[config.mk]
export PLATFORM = sky130hd
export DESIGN_NAME = debug_led_pager_flat
export DESIGN_NICKNAME = d
export VERILOG_FILES = /design/src/rtl/debug_led_pager_if.sv /design/src/rtl/debug_led_pager.sv /design/src/flat_wrapper.sv
export SDC_FILE = /design/constraint.sdc
export NUM_CORES = 1
export LEC_CHECK = 0
export CORE_MARGIN = 3
export CORE_UTILIZATION = 52
export CTS_BUF_LIST = sky130_fd_sc_hd__clkbuf_2
export DETAILED_ROUTE_END_ITERATION = 6
export MAX_ROUTING_LAYER = met4
export PLACE_DENSITY = 0.81
export SLEW_MARGIN = 20
export SYNTH_ARGS = -nofsm -noshare
export SYNTH_HDL_FRONTEND = slang
export SYNTH_SLANG_ARGS = --single-unit
[constraint.sdc]
create_clock -name clk -period 2.96 [get_ports clk]
set_input_delay 0.592 -clock clk [delete_from_list [all_inputs] [get_ports clk]]
set_output_delay 0.592 -clock clk [all_outputs]
set_load 0.05 [all_outputs]
[src/rtl/debug_led_pager_if.sv]
// Signal bundle between datapath debug sources and the paged LED driver.
// page_next is a one-cycle strobe with no ready: it is either consumed on the
// edge it is seen (advance) or dropped (freeze); levels auto_scroll/freeze are sampled every edge.
interface debug_led_pager_if #(
  parameter int NUM_CH = 4,
  parameter int LED_W  = 16
);
  localparam int PAGE_W = (NUM_CH > 1) ? $clog2(NUM_CH) : 1;

  logic [NUM_CH*LED_W-1:0] ch_data;
  logic                    page_next;
  logic                    auto_scroll;
  logic                    freeze;
  logic [LED_W-1:0]        led;
  logic [PAGE_W-1:0]       page_idx;

  modport master (
    output ch_data, page_next, auto_scroll, freeze,
    input  led, page_idx
  );

  modport slave (
    input  ch_data, page_next, auto_scroll, freeze,
    output led, page_idx
  );
endinterface

[src/rtl/debug_led_pager.sv]
// Paged debug-LED driver: selects one of NUM_CH debug words, stretches chosen
// bits so single-cycle events stay visible, and supports auto-scroll and freeze.
module debug_led_pager #(
  parameter int                NUM_CH         = 4,
  parameter int                LED_W          = 16,
  parameter logic [LED_W-1:0]  STRETCH_MASK   = 16'h9000,
  parameter int                STRETCH_CYCLES = 5_000_000,
  parameter int                SCROLL_CYCLES  = 50_000_000
) (
  input  logic              clk,
  input  logic              reset,
  debug_led_pager_if.slave  bus
);
  localparam int PAGE_W = (NUM_CH > 1) ? $clog2(NUM_CH) : 1;
  localparam int CNT_W  = $clog2(STRETCH_CYCLES + 1);
  localparam int SCR_W  = $clog2(SCROLL_CYCLES);

  logic [PAGE_W-1:0] page_q;
  logic [PAGE_W-1:0] page_nxt;
  logic [SCR_W-1:0]  scroll_q;
  logic [LED_W-1:0]  led_q;
  logic [LED_W-1:0]  led_nxt;
  logic [LED_W-1:0]  raw;
  logic [LED_W-1:0]  new_raw;
  logic              scroll_term;
  logic              adv;

  assign scroll_term = bus.auto_scroll && (scroll_q == SCR_W'(SCROLL_CYCLES - 1));
  // A manual pulse coinciding with the terminal count still yields one step.
  assign adv         = !bus.freeze && (bus.page_next || scroll_term);

  always_comb begin
    page_nxt = page_q;
    if (NUM_CH > 1) begin
      if (page_q == PAGE_W'(NUM_CH - 1)) page_nxt = '0;
      else                               page_nxt = page_q + PAGE_W'(1);
    end
  end

  // Both the current page and the page being switched to are needed on an advance edge.
  always_comb begin
    raw     = '0;
    new_raw = '0;
    for (int c = 0; c < NUM_CH; c++) begin
      if (page_q == PAGE_W'(c))   raw     = bus.ch_data[c*LED_W +: LED_W];
      if (page_nxt == PAGE_W'(c)) new_raw = bus.ch_data[c*LED_W +: LED_W];
    end
  end

  always_ff @(posedge clk or posedge reset) begin
    if (reset)                                scroll_q <= '0;
    else if (!bus.freeze) begin
      if (adv || !bus.auto_scroll)            scroll_q <= '0;
      else                                    scroll_q <= scroll_q + SCR_W'(1);
    end
  end

  always_ff @(posedge clk or posedge reset) begin
    if (reset)    page_q <= '0;
    else if (adv) page_q <= page_nxt;
  end

  for (genvar b = 0; b < LED_W; b++) begin : g_bit
    if (STRETCH_MASK[b]) begin : g_str
      logic [CNT_W-1:0] cnt_q;

      always_ff @(posedge clk or posedge reset) begin
        if (reset)                    cnt_q <= '0;
        else if (!bus.freeze) begin
          if (adv)                    cnt_q <= '0;
          else if (raw[b])            cnt_q <= CNT_W'(STRETCH_CYCLES);
          else if (cnt_q != '0)       cnt_q <= cnt_q - CNT_W'(1);
        end
      end

      assign led_nxt[b] = raw[b] || (cnt_q != '0);
    end else begin : g_plain
      assign led_nxt[b] = raw[b];
    end
  end

  // On an advance the new page is shown raw; stretch state never crosses pages.
  always_ff @(posedge clk or posedge reset) begin
    if (reset)            led_q <= '0;
    else if (!bus.freeze) led_q <= adv ? new_raw : led_nxt;
  end

  assign bus.led      = led_q;
  assign bus.page_idx = page_q;
endmodule

[src/flat_wrapper.sv]
// flat-port wrapper written by rule: the top's interface ports become plain ports
module debug_led_pager_flat 
#(
  parameter int                NUM_CH         = 4,
  parameter int                LED_W          = 16,
  parameter logic [LED_W-1:0]  STRETCH_MASK   = 16'h9000,
  parameter int                STRETCH_CYCLES = 5_000_000,
  parameter int                SCROLL_CYCLES  = 50_000_000
)
  (clk, reset, bus_ch_data, bus_page_next, bus_auto_scroll, bus_freeze, bus_led, bus_page_idx);
  debug_led_pager_if #(.NUM_CH(NUM_CH), .LED_W(LED_W)) bus_i ();
  input  logic clk;
  input  logic reset;
  input wire logic [$bits(bus_i.ch_data)-1:0] bus_ch_data;
  input wire logic [$bits(bus_i.page_next)-1:0] bus_page_next;
  input wire logic [$bits(bus_i.auto_scroll)-1:0] bus_auto_scroll;
  input wire logic [$bits(bus_i.freeze)-1:0] bus_freeze;
  output wire logic [$bits(bus_i.led)-1:0] bus_led;
  output wire logic [$bits(bus_i.page_idx)-1:0] bus_page_idx;
  assign bus_i.ch_data = bus_ch_data;
  assign bus_i.page_next = bus_page_next;
  assign bus_i.auto_scroll = bus_auto_scroll;
  assign bus_i.freeze = bus_freeze;
  assign bus_led = bus_i.led;
  assign bus_page_idx = bus_i.page_idx;
  debug_led_pager #(.NUM_CH(NUM_CH), .LED_W(LED_W), .STRETCH_MASK(STRETCH_MASK), .STRETCH_CYCLES(STRETCH_CYCLES), .SCROLL_CYCLES(SCROLL_CYCLES)) u_core (.clk(clk), .reset(reset), .bus(bus_i));
endmodule
Yosys cells after proc, flatten, opt, wreduce, memory -nomap -nowiden
Cells that the tools add are included.
{"block": "classes", "n_mux": 17, "eq_ne": 7, "n_reduce_logical": 16, "bitwise_logic": 1, "n_addsub": 4}
{"cell": "$mux 16", "count": 9}
{"cell": "$mux 23", "count": 6}
{"cell": "$reduce_bool 23->1", "count": 2}
{"cell": "$sub 23x1->23 const B", "count": 2}
{"cell": "$add 26x1->26 const B", "count": 1}
{"cell": "$eq 26x26->1 const B", "count": 1}
{"cell": "$mux 26", "count": 1}
{"cell": "$eq 2x2->1 const B", "count": 4}
{"cell": "$reduce_bool 3->1", "count": 2}
{"cell": "$eq 2x1->1 const B", "count": 2}
{"cell": "$logic_not 2->1", "count": 2}
{"cell": "$logic_or 1x1->1", "count": 4}
{"cell": "$reduce_and 2->1", "count": 2}
{"cell": "$add 2x1->2 const B", "count": 1}
{"cell": "$logic_and 1x1->1", "count": 2}
{"cell": "$logic_not 1->1", "count": 2}
{"cell": "$mux 2", "count": 1}
{"cell": "$not 1->1", "count": 1}
{"block": "word_totals", "wordCells": 50, "regBits": 90, "output_inout_bits": 18}

Logic depth before layout (Yosys ltp)
Gate-level depths: netlist of the first run.
{"block": "logic_depth", "word_depth": 8, "depth_mapped": 10, "mapped_depth_nobuf": 7}

Worst setup path before layout of the first run
No wires, ideal clock.
{"block": "synth_timing", "kind": "reg2reg", "startpoint": "register u_core.page_q[0] (netlist: u_core.bus.page_idx[0])", "endpoint": "register u_core.g_bit[15].g_str.cnt_q[1]", "arrival_time_ns": 2.733, "setup_slack_ns": 0.144, "setup_time_ns": 0.084, "stages_incl_launch_ff": 9, "cell_sequence": "dfrtp_1 > inv_1 > ha_1 > clkbuf_1 > a211oi_1 > a211oi_1 > a211oi_1 > or4b_2 > o21ai_0"}
{"block": "synth_between", "elab_chain_cells": 7, "elab_cells_between_ends": 12, "cone_classes": "3 x eq/ne; 6 x mux; 3 x reduce/logical"}
{"item": "start: declaration", "line_no": "debug_led_pager.sv:18", "text": "logic [PAGE_W-1:0] page_q;"}
{"item": "start signal: assignment", "line_no": "debug_led_pager.sv:60", "text": "else if (adv) page_q <= page_nxt;"}
{"item": "$logic_not 2->1", "line_no": "debug_led_pager.sv:45", "text": "if (page_q == PAGE_W'(c)) raw = bus.ch_data[c*LED_W +: LED_W];"}
{"item": "$mux 16 (3 in series)", "line_no": "debug_led_pager.sv:45"}
{"item": "$mux 16 (*)", "line_no": "debug_led_pager.sv:45"}
{"item": "$reduce_bool 3->1 (no line) or $mux 23 (tied branches)"}
{"item": "$reduce_and 2->1 (no line) or $mux 23 (tied branches)"}
{"item": "end signal: assignment", "line_no": "debug_led_pager.sv:71", "text": "else if (raw[b]) cnt_q <= CNT_W'(STRETCH_CYCLES);"}
{"item": "end signal: assignment", "line_no": "debug_led_pager.sv:72", "text": "else if (cnt_q != '0) cnt_q <= cnt_q - CNT_W'(1);"}
{"item": "end: declaration", "line_no": "debug_led_pager.sv:65", "text": "logic [CNT_W-1:0] cnt_q;"}
Mark *: on every way between the ends. The rest lies on a longest branch, timed or not.
A chain may end at the register's enable or synchronous reset.

Worst setup path after layout of the first run
{"block": "layout_timing", "startpoint": "register u_core.page_q[0] (netlist: u_core.bus.page_idx[0])", "endpoint": "register u_core.g_bit[12].g_str.cnt_q[13]"}
{"block": "layout_between", "elab_chain_cells": 7, "elab_cells_between_ends": 12, "cone_classes": "3 x eq/ne; 6 x mux; 3 x reduce/logical"}
{"item": "$logic_not 2->1", "line_no": "debug_led_pager.sv:45"}
{"item": "$mux 16 (3 in series)", "line_no": "debug_led_pager.sv:45"}
{"item": "$mux 16 (*)", "line_no": "debug_led_pager.sv:45"}
{"item": "$reduce_bool 3->1 (no line) or $mux 23 (tied branches)"}
{"item": "$reduce_and 2->1 (no line) or $mux 23 (tied branches)"}
{"item": "end signal: assignment", "line_no": "debug_led_pager.sv:71"}
{"item": "end signal: assignment", "line_no": "debug_led_pager.sv:72"}
{"item": "end: declaration", "line_no": "debug_led_pager.sv:65"}
Marks and branches as above.

==> results of run 1 <==
## report_power, final
group	internal, mW	switching (mW)	total, mW
sequential	1.56	0.373	1.93
combinational	1.51	2.36	3.87
clock	0.118	0.458	0.576
## state kept, by name, indices dropped and copies added (netlist names)
name	flops
u_core.bus.led	16
u_core.bus.page_idx	2
u_core.g_bit.g_str.cnt_q	46
u_core.scroll_q	26
## cell usage after synthesis, types with 3 or more instances
| cell type | count |
|---|---|
| nand3b_1 | 8 |
| a221oi_1 | 31 |
| nand3_1 | 25 |
| xnor2_1 | 5 |
| dfrtp_1 | 90 |
| o311ai_0 | 4 |
| nor3b_1 | 3 |
| ha_1 | 9 |
| a22o_1 | 3 |
| or2_2 | 7 |
| nor2_1 | 50 |
| or4_1 | 9 |
| nand2b_1 | 7 |
| a222oi_1 | 12 |
| a211oi_1 | 9 |
| inv_1 | 48 |
| or3_1 | 7 |
| a31o_2 | 4 |
| nand2_1 | 34 |
| buf_6 | 3 |
| o211ai_1 | 11 |
| a2111oi_0 | 7 |
| nor2b_1 | 31 |
| nand4_1 | 25 |
| o2bb2ai_1 | 4 |
| o221ai_1 | 11 |
| clkbuf_1 | 45 |
| or4b_2 | 3 |
| nor4b_1 | 3 |
| mux2i_1 | 5 |
| o31ai_1 | 8 |
| nor3_1 | 48 |
| xor2_1 | 18 |
| o21ai_0 | 20 |
| and4_1 | 3 |
| nor4_1 | 10 |
| a21oi_1 | 44 |
| and2_1 | 4 |
| and3_1 | 4 |
## cell families after synthesis
kind of cell,Yosys count,synth area share (%)
xor+xnor,23,3.321
fa+ha+maj,9,1.856
buf+inv,97,6.436
mux,5,0.8251
compound gates,194,23.66
simple gates,292,26.77
flops,90,37.13
## layout make-up
cell class,count,area share (%)
clock buffers,10,0.6853
multi-input cells,523,47.11
inverters,48,2.484
flip-flops and latches,90,30.84
repair buffers,123,15.86
diodes,1,0.03426
clock inverters,6,0.5825
well taps,140,2.398
## worst reg2reg max path: cells and delay by family (launching register included)
family / cells / cell delay (ps)
buffers and inverters: 2 / 440
AO/OA/AOI/OAI: 5 / 1320
adder cells (fa/ha/maj): 1 / 350
flip-flops: 1 / 500
## metal layers
layer  part of all wire [%]  vias to the layer above
met4                    2.9                        0
met2                     49                      241
li1                       -                     2885
met5                      0                        -
met3                    5.3                       45
met1                     42                     3010
## metrics by stage
stage	hold slack, ps	utilization, %	setup WS [ps]	cells	power [mW]
floorplan	442.5	-	32.74	710	4.636
finish	289.0	65.64	287.8	941	6.380
global route	269.2	65.62	39.59	940	6.869
CTS	283.8	65.60	302.5	940	6.338
detailed placement	482.7	64.77	115.9	924	5.755
global placement	466.5	64.77	204.4	924	5.605
## final timing paths
path / from / end / slack (ps) / cells after the start
max: u_core.bus.page_idx[0] / u_core.g_bit[12].g_str.cnt_q[13] / 290 / 8
min: reset / u_core.g_bit[12].g_str.cnt_q[11] / 290 / 2
max reg2reg: u_core.bus.page_idx[0] / u_core.g_bit[12].g_str.cnt_q[13] / 290 / 8
min reg2reg: u_core.g_bit[15].g_str.cnt_q[15] / u_core.g_bit[15].g_str.cnt_q[15] / 510 / 1
max in group asynchronous: reset / u_core.bus.led[14] / 2010 / 3
min in group clk: bus_freeze / u_core.scroll_q[0] / 330 / 3
==> results.yml, run 1 <==
run_status:
  status: "completed"
clock_network:
  htreeDepth: 3
  cts_resized: 0
  cts_sinks: 90
  path_clk_slew_ps: 260
  cts_setup_buffers: 0
  cts.root.buffer_cell: "clkbuf_2"
  tritoncts: "yes"
  cts_buffers: 9
  clock_path_buffers: 2
  cts_hold_buffers: 0
  clk-insertion-delay-late_ps: 610
floorplanning:
  fp.dieW_um: 114.0
  start_util_pct: 54.52
  row_count: 38
  io-pin-count: 87
  core-area_um2: 11130
  die_area_um2: 13000
  die_y_um: 114.0
timing:
  skew_ps: 24.65
  hold_viol: 0
  tightest_slew_ps: 636.6
  relSlewSlack_pct: 57.02
  final-setup-viol-count: 0
  min_period_over_period_pct: 90.28
  slew_violations: 0
  rsz0062_at_grt: "no"
  finalSetupTns_ps: 0
  max_freq_mhz: 374.2
  min_period_ps: 2672
critical_path:
  path_delay_family: "compound AO/OA/AOI/OAI gates"
  path_max_fanout: 25
  crit_chain: "ha_1 -> buf_4 -> a211o_1 -> a21oi_1 -> o2111ai_1 -> o21a_1 -> buf_12 -> o221ai_1"
  cp_slowest_cell: "dfrtp_1"
  slowest_delay_ps: 500
  worst-path-buf-inv: 2
  path_class: "reg -> reg"
  start_kind: "register"
  cp.required_ps: 3490
  cp.arrival_ps: 3210
  end_kind: "register"
global_routing:
  use_met3_pct: 5.305
  use_met2_pct: 46.21
  grt-ovfl-total: 0
  grt_max_degree: 43
  grt_pass1_wl_um: 29400
  track_usage_pct: 28.38
  grt_pass1_vias: 6112
  busiest_layer: "met2"
  antenna_found_initial: 0
  gr-usage-met1_pct: 35.47
finish:
  syn2layout_area_growth_pct: 20.40
  fin_area_um2: 7303
  layout-drive-gt1-share_pct: 10.38
  seq_area_um2: 2252
  fill_cells: 956
  layout_common_cells: "dfrtp_1, clkdlybuf4s50_1, nor2_1"
  fin_nets: 873
  multi_input_area_um2: 3441
  layout_commonest_cell: "dfrtp_1"
placed_design:
  placed_cell_area_um2: 7206
  routabilityCongestion: 0.8925
  dp_hpwl_um: 12620
  port_buffers: 86
detailed_routing:
  drt_iter0_markers: 552
  drc_errors: 0
  via_per_inst: 6.569
  routed_wl_um: 17460
  wire_per_inst_um: 18.55
  ant_nets: 0
  firstDrtPassIters: 5
  num_vias: 6181
synth:
  ys_ff_latch: 90
  netlist_top_cells_area: "dfrtp_1, a221oi_1, nor3_1"
  synth.top_cell.area_share_pct: 37.13
  ys_types: 65
  synthesis.nets: 788
  ys_warn_count: 0
  synth-edff-count: 0
  synth-seq-area-share_pct: 37.13
  netlist_area_um2: 6066
  postSynthAreaPerCell_um2: 8.543
  synth_largest_area_cell: "dfrtp_1"
  synthCells: 710
  ys_async_sr_fraction_pct: 100.0
  synth_ff_type: "dfrtp_1"
power:
  powerDensity_nw_per_um2: 873.6
  cellLeakagePower_nw: 2.925
  vdd_ir_drop_max_mv: 0.4994
flow_run:
  maxCapViolations: 0
worst_hold_path:
  hold_class: "in -> async"
Note: power is estimated with default switching activity, not from simulation.
==> inputs of run 2 (changes only) <==
--- a/config.mk
+++ b/config.mk
@@ -7,4 +7,6 @@
 export LEC_CHECK = 0
+export CELL_PAD_IN_SITES_DETAIL_PLACEMENT = 1
+export CELL_PAD_IN_SITES_GLOBAL_PLACEMENT = 1
 export CORE_MARGIN = 3
-export CORE_UTILIZATION = 52
+export CORE_UTILIZATION = 39
 export CTS_BUF_LIST = sky130_fd_sc_hd__clkbuf_2
==> constraint.sdc (replaced) <==
create_clock -name clk -period 2.96 [get_ports clk]
set_input_delay 0.296 -clock clk [delete_from_list [all_inputs] [get_ports clk]]
set_output_delay 0.296 -clock clk [all_outputs]
set_load 0.05 [all_outputs]
==> run 2 against run 1 <==
  * Register-to-register slack got worse by 100 ps
  * Clock skew fell by 8.5 ps
  * Combinational power about the same
  * Clock power increased by 23%
  * First-iteration DRC count decreased by 31%
  * Critical endpoint is now u_core.g_bit[12].g_str.cnt_q[14]
==> results.yml, run 2 (synthesis gave the netlist of run 1 again) <==
finish:
  post-route-util_pct: 49.25
  final-instance-count-excl-fill: 976
  antenna_cells: 0
  layout_common_cells: "dfrtp_1, clkdlybuf4s50_1, nor2_1"
  top_register: "u_core.g_bit.g_str.cnt_q"
  layout_commonest_cell: "dfrtp_1"
  fin_nets: 865
  layout-drive-gt1-share_pct: 9.722
  largest_reg_flops: 46
  syn2layout_area_growth_pct: 20.69
timing:
  skew_ps: 16.12
  rsz0062_at_grt: "yes"
  hold_viol: 0
  min_period_ps: 2774
  relSlewSlack_pct: 55.19
  slew_violations: 0
  min_period_over_period_pct: 93.72
  tightest_slew_ps: 667.0
  final-setup-viol-count: 0
  finalSetupTns_ps: 0
  max_freq_mhz: 360.5
critical_path:
  end_kind: "register"
  reg2reg_from: "u_core.bus.page_idx[0]"
  ff2ff_setup_slack_ps: 190
  cp.required_ps: 3440
  path_max_fanout: 17
  worst-r2r-cell-count: 7
  r2r_end: "u_core.g_bit[12].g_str.cnt_q[14]"
  start_kind: "register"
  cp.arrival_ps: 3260
  path_class: "reg -> reg"
clock_network:
  cts_sinks: 90
  tritoncts: "yes"
  clk-insertion-delay-late_ps: 600
  cts.root.buffer_cell: "clkbuf_2"
  cts_buffers: 9
  path_clk_slew_ps: 280
  clock_path_buffers: 2
  cts_setup_buffers: 0
  htreeDepth: 3
global_routing:
  grt_pass1_wl_um: 32480
  grt-ovfl-total: 0
  grt_max_degree: 59
  grt_pass1_vias: 6566
  track_usage_pct: 24.13
  antenna_found_initial: 0
run_status:
  status: "completed"
placed_design:
  dp_hpwl_um: 14060
  routabilityCongestion: 0.8591
  port_buffers: 86
  placed_cells: 960
worst_hold_path:
  hold_class: "in -> async"
power:
  total_power_mw: 6.542
  powerDensity_nw_per_um2: 893.6
  vdd_ir_drop_max_mv: 0.5355
  cellLeakagePower_nw: 2.892
detailed_routing:
  wire_per_inst_um: 19.71
  firstDrtPassIters: 5
  routed_wl_um: 19230
  ant_nets: 0
  num_vias: 6098
  drt_iter0_markers: 379
  via_per_inst: 6.248
  drc_errors: 0
floorplanning:
  core-area_um2: 14860
  io-pin-count: 87
  row_count: 44
  die_y_um: 130.7
  start_util_pct: 40.81
  die_area_um2: 17090
  fp.dieW_um: 130.7
flow_run:
  maxCapViolations: 0
==> run 2: changes by cell type in the layout (fill, tap and decap cells not counted), sizes merged <==
| cell | change |
|---|---|
| clkinv | -4 |
| clkbuf | -1 |
| inv | +3 |
| buf | -8 |
| diode | -1 |
| clkinvlp | +1 |
| bufinv | +1 |
==> run 2: metrics by stage <==
stage | hold slack (ps) | worst slack, ps | area, um2
after detailed placement | 495.4 | 199.4 | 7188
after global placement | 464.5 | 339.8 | 7188
final | 36.18 | 186.0 | 7321
after floorplan | 442.5 | 143.8 | 6066
after CTS | 7.063 | 187.1 | 7317
after global routing | 15.89 | -0.3815 | 7321
==> run 2: final cells by class <==
type | instances | area [um2]
fill | 1803 | 7543
multi-input combinational | 523 | 3442
sequential | 90 | 2252
timing repair buffer | 115 | 1086
tap | 184 | 230.2
inverter | 48 | 181.4
clock inverter | 7 | 83.83
clock buffer | 9 | 45.04
==> run 2: report_power, final <==
part | internal (mW) | total [mW] | switching (mW)
clock network | 0.213 | 0.709 | 0.497
logic | 1.49 | 3.89 | 2.40
registers | 1.56 | 1.94 | 0.384
==> run 2: critical path, stage by stage, from the launching register on <==
cell       delay [ps]
dfrtp_1           520
ha_1              270
buf_4             230
buf_4             260
mux2i_1           190
or2_2             470
a31o_2            280
a2111oi_0         440
==> run 2: how the worst max path moves through the flow <==
stage	start	to	depth (start not counted)
after floorplan	u_core.bus.page_idx[0]	u_core.g_bit[15].g_str.cnt_q[1]	8
after global placement	bus_auto_scroll	u_core.g_bit[12].g_str.cnt_q[9]	6
after detailed placement	bus_auto_scroll	u_core.g_bit[12].g_str.cnt_q[5]	6
after CTS	u_core.bus.page_idx[1]	u_core.bus.led[12]	8
after global routing	u_core.bus.page_idx[1]	u_core.g_bit[12].g_str.cnt_q[14]	8
final	u_core.bus.page_idx[0]	u_core.g_bit[12].g_str.cnt_q[14]	7
==> run 2: what timing repair did <==
item	4_1_cts	5_1_grt
hold buffers	0	0
setup endpoints to repair	0	10
gates resized for setup	0	2
==> run 2: per-layer routing <==
layer | part of all wire [%] | GRT usage (%) | up-vias
met5 | 0 | - | -
met1 | 44 | 29.93 | 3119
met3 | 2.8 | 3.130 | 27
li1 | - | - | 2853
met4 | 1.7 | 7.381 | 0
met2 | 51 | 41.13 | 99
==> RTL change: new RTL, settings of run 2 <==
Reset style: synchronous (`reset`), changed in 4 clocked blocks.
--- a/src/rtl/debug_led_pager.sv
+++ b/src/rtl/debug_led_pager.sv
@@ -47,7 +47,7 @@
     end
   end
 
-  always_ff @(posedge clk or posedge reset) begin
+  always_ff @(posedge clk) begin
     if (reset)                                scroll_q <= '0;
     else if (!bus.freeze) begin
       if (adv || !bus.auto_scroll)            scroll_q <= '0;
@@ -55,7 +55,7 @@
     end
   end
 
-  always_ff @(posedge clk or posedge reset) begin
+  always_ff @(posedge clk) begin
     if (reset)    page_q <= '0;
     else if (adv) page_q <= page_nxt;
   end
@@ -64,7 +64,7 @@
     if (STRETCH_MASK[b]) begin : g_str
       logic [CNT_W-1:0] cnt_q;
 
-      always_ff @(posedge clk or posedge reset) begin
+      always_ff @(posedge clk) begin
         if (reset)                    cnt_q <= '0;
         else if (!bus.freeze) begin
           if (adv)                    cnt_q <= '0;
@@ -80,7 +80,7 @@
   end
 
   // On an advance the new page is shown raw; stretch state never crosses pages.
-  always_ff @(posedge clk or posedge reset) begin
+  always_ff @(posedge clk) begin
     if (reset)            led_q <= '0;
     else if (!bus.freeze) led_q <= adv ? new_raw : led_nxt;
   end
Function: differs if reset is asserted again (counterexample within 4 cycles, from zero or initial values and one cycle with reset high); with reset held inactive, the same outputs for 4 cycles.
==> RTL change against run 2 <==
Global-route usage grew 1.5 points. Wire length shrank 5.3%. Cell area shrank 12%. Synthesized cell count shrank 1.8%. First-iteration DRC count grew 1.8%. Setup slack gained 1.5 ps. Sequential cell count is the same. Area after synthesis shrank 13%.
Power is not compared: it rests on default switching activity, and its combinational part moved more than twofold at a synthesized area within 25%.
==> RTL change: results <==
set metrics [dict create \
    grt_pass1_wl_um 29860 \
    critical_path.top_delay_family "simple AND/OR/NAND/NOR gates" \
    hpwl_um 13540 \
    cts_max_level 3 \
    grt_antenna_before_repair 1 \
    synth.distinct_cells 63 \
    arrival_ps 3290 \
    ys.flop_type "dfxtp_1" \
    grt_usage_pct 25.67 \
    synth_area_leaders "dfxtp_1, nand2_1, o21ai_0, nor2_1, a21oi_1" \
    worstPathMaxFanout 14 \
    yosysMostFrequentCell "nand2_1" \
    numPortBuffers 86 \
    routabilityCongestion 0.9617 \
    syn_nets 775 \
    vias 5601 \
    post_route_cells_drive_above_1_share_pct 7.474 \
    area_growth_pct 22.51 \
    place_area_sq_um 6344 \
    postSynthCellCount 697 \
    async_reset_ff_share_pct 0 \
    cp_slowest_stage_delay_ps 800 \
    dr_wl_met3_um 828 \
    synth-seq-area-share_pct 34.12 \
    final_nets 849 \
    worstMarginPinSlew_ps 1033 \
    grt_max_degree 45 \
    status "complete, no violations" \
    synth.cells.most_frequent "nand2_1, dfxtp_1, nor2_1" \
    wl_met2_um 8774 \
    min_path_type "input pin to flip-flop" \
    grt_pass1_vias 5834 \
    critical_path.slowest_cell "nor2_1" \
    routed_via_density 5.902 \
    dp_cells 932 \
    min_period_over_period_pct 93.67 \
    clkTransAtPathRegs_ps 240 \
]
RTL change: layer usage:
metal / GRT usage, % / vias to the layer above
met2: 42.22 / 138
met5: - / -
li1: - / 2708
met3: 4.055 / 35
met4: 9.447 / 0
met1: 31.88 / 2720
RTL change: logic make-up (layout without fill, tap and decap cells):
logic type	count (synthesis)	after routing	synth area share [%]
mux	4	4	0.7820
flops	90	90	34.12
buf+inv	58	137	4.313
other cells	0	1	0
compound gates	206	206	25.09
simple gates	300	300	28.58
fa+ha+maj	9	9	2.133
xor+xnor	30	30	4.976
RTL change: final cells by class:
type	instances	area share, %
timing repair buffer	107	15.74
sequential	90	27.87
tap	172	3.327
clock inverter	6	0.8897
antenna	1	0.03868
inverter	14	0.8124
multi-input combinational	549	50.54
clock buffer	10	0.7737
RTL change: worst paths after layout:
kind                                   start                               to  cells after the start
min reg2reg  u_core.g_bit[12].g_str.cnt_q[1]  u_core.g_bit[12].g_str.cnt_q[1]                      2
min                          bus_ch_data[55]                u_core.bus.led[7]                      3
max                      u_core.scroll_q[11]                u_core.bus.led[6]                      6
max reg2reg              u_core.scroll_q[11]                u_core.bus.led[6]                      6
RTL change: what timing repair did:
action	CTS	global route
gates resized for setup	0	3
setup buffers	0	0
setup endpoints to repair	0	27
RTL change: worst reg2reg max path: stages (launching register included):
cell and delay, ps:
dfxtp_1 450, nor4b_1 470, and4_1 320, a21oi_2 130
nor2_1 800, a21oi_1 270, a31oi_1 240
RTL change: power groups by stage:
stage / Sequential [uW] / Clock (uW) / Combinational (uW)
6_report: 1410 / 636 / 1260
3_5_place_dp: 1430 / 0 / 1250
5_1_grt: 1430 / 710 / 1390
2_1_floorplan: 1470 / 0 / 762
4_1_cts: 1410 / 649 / 1250
3_3_place_gp: 1430 / 0 / 1190
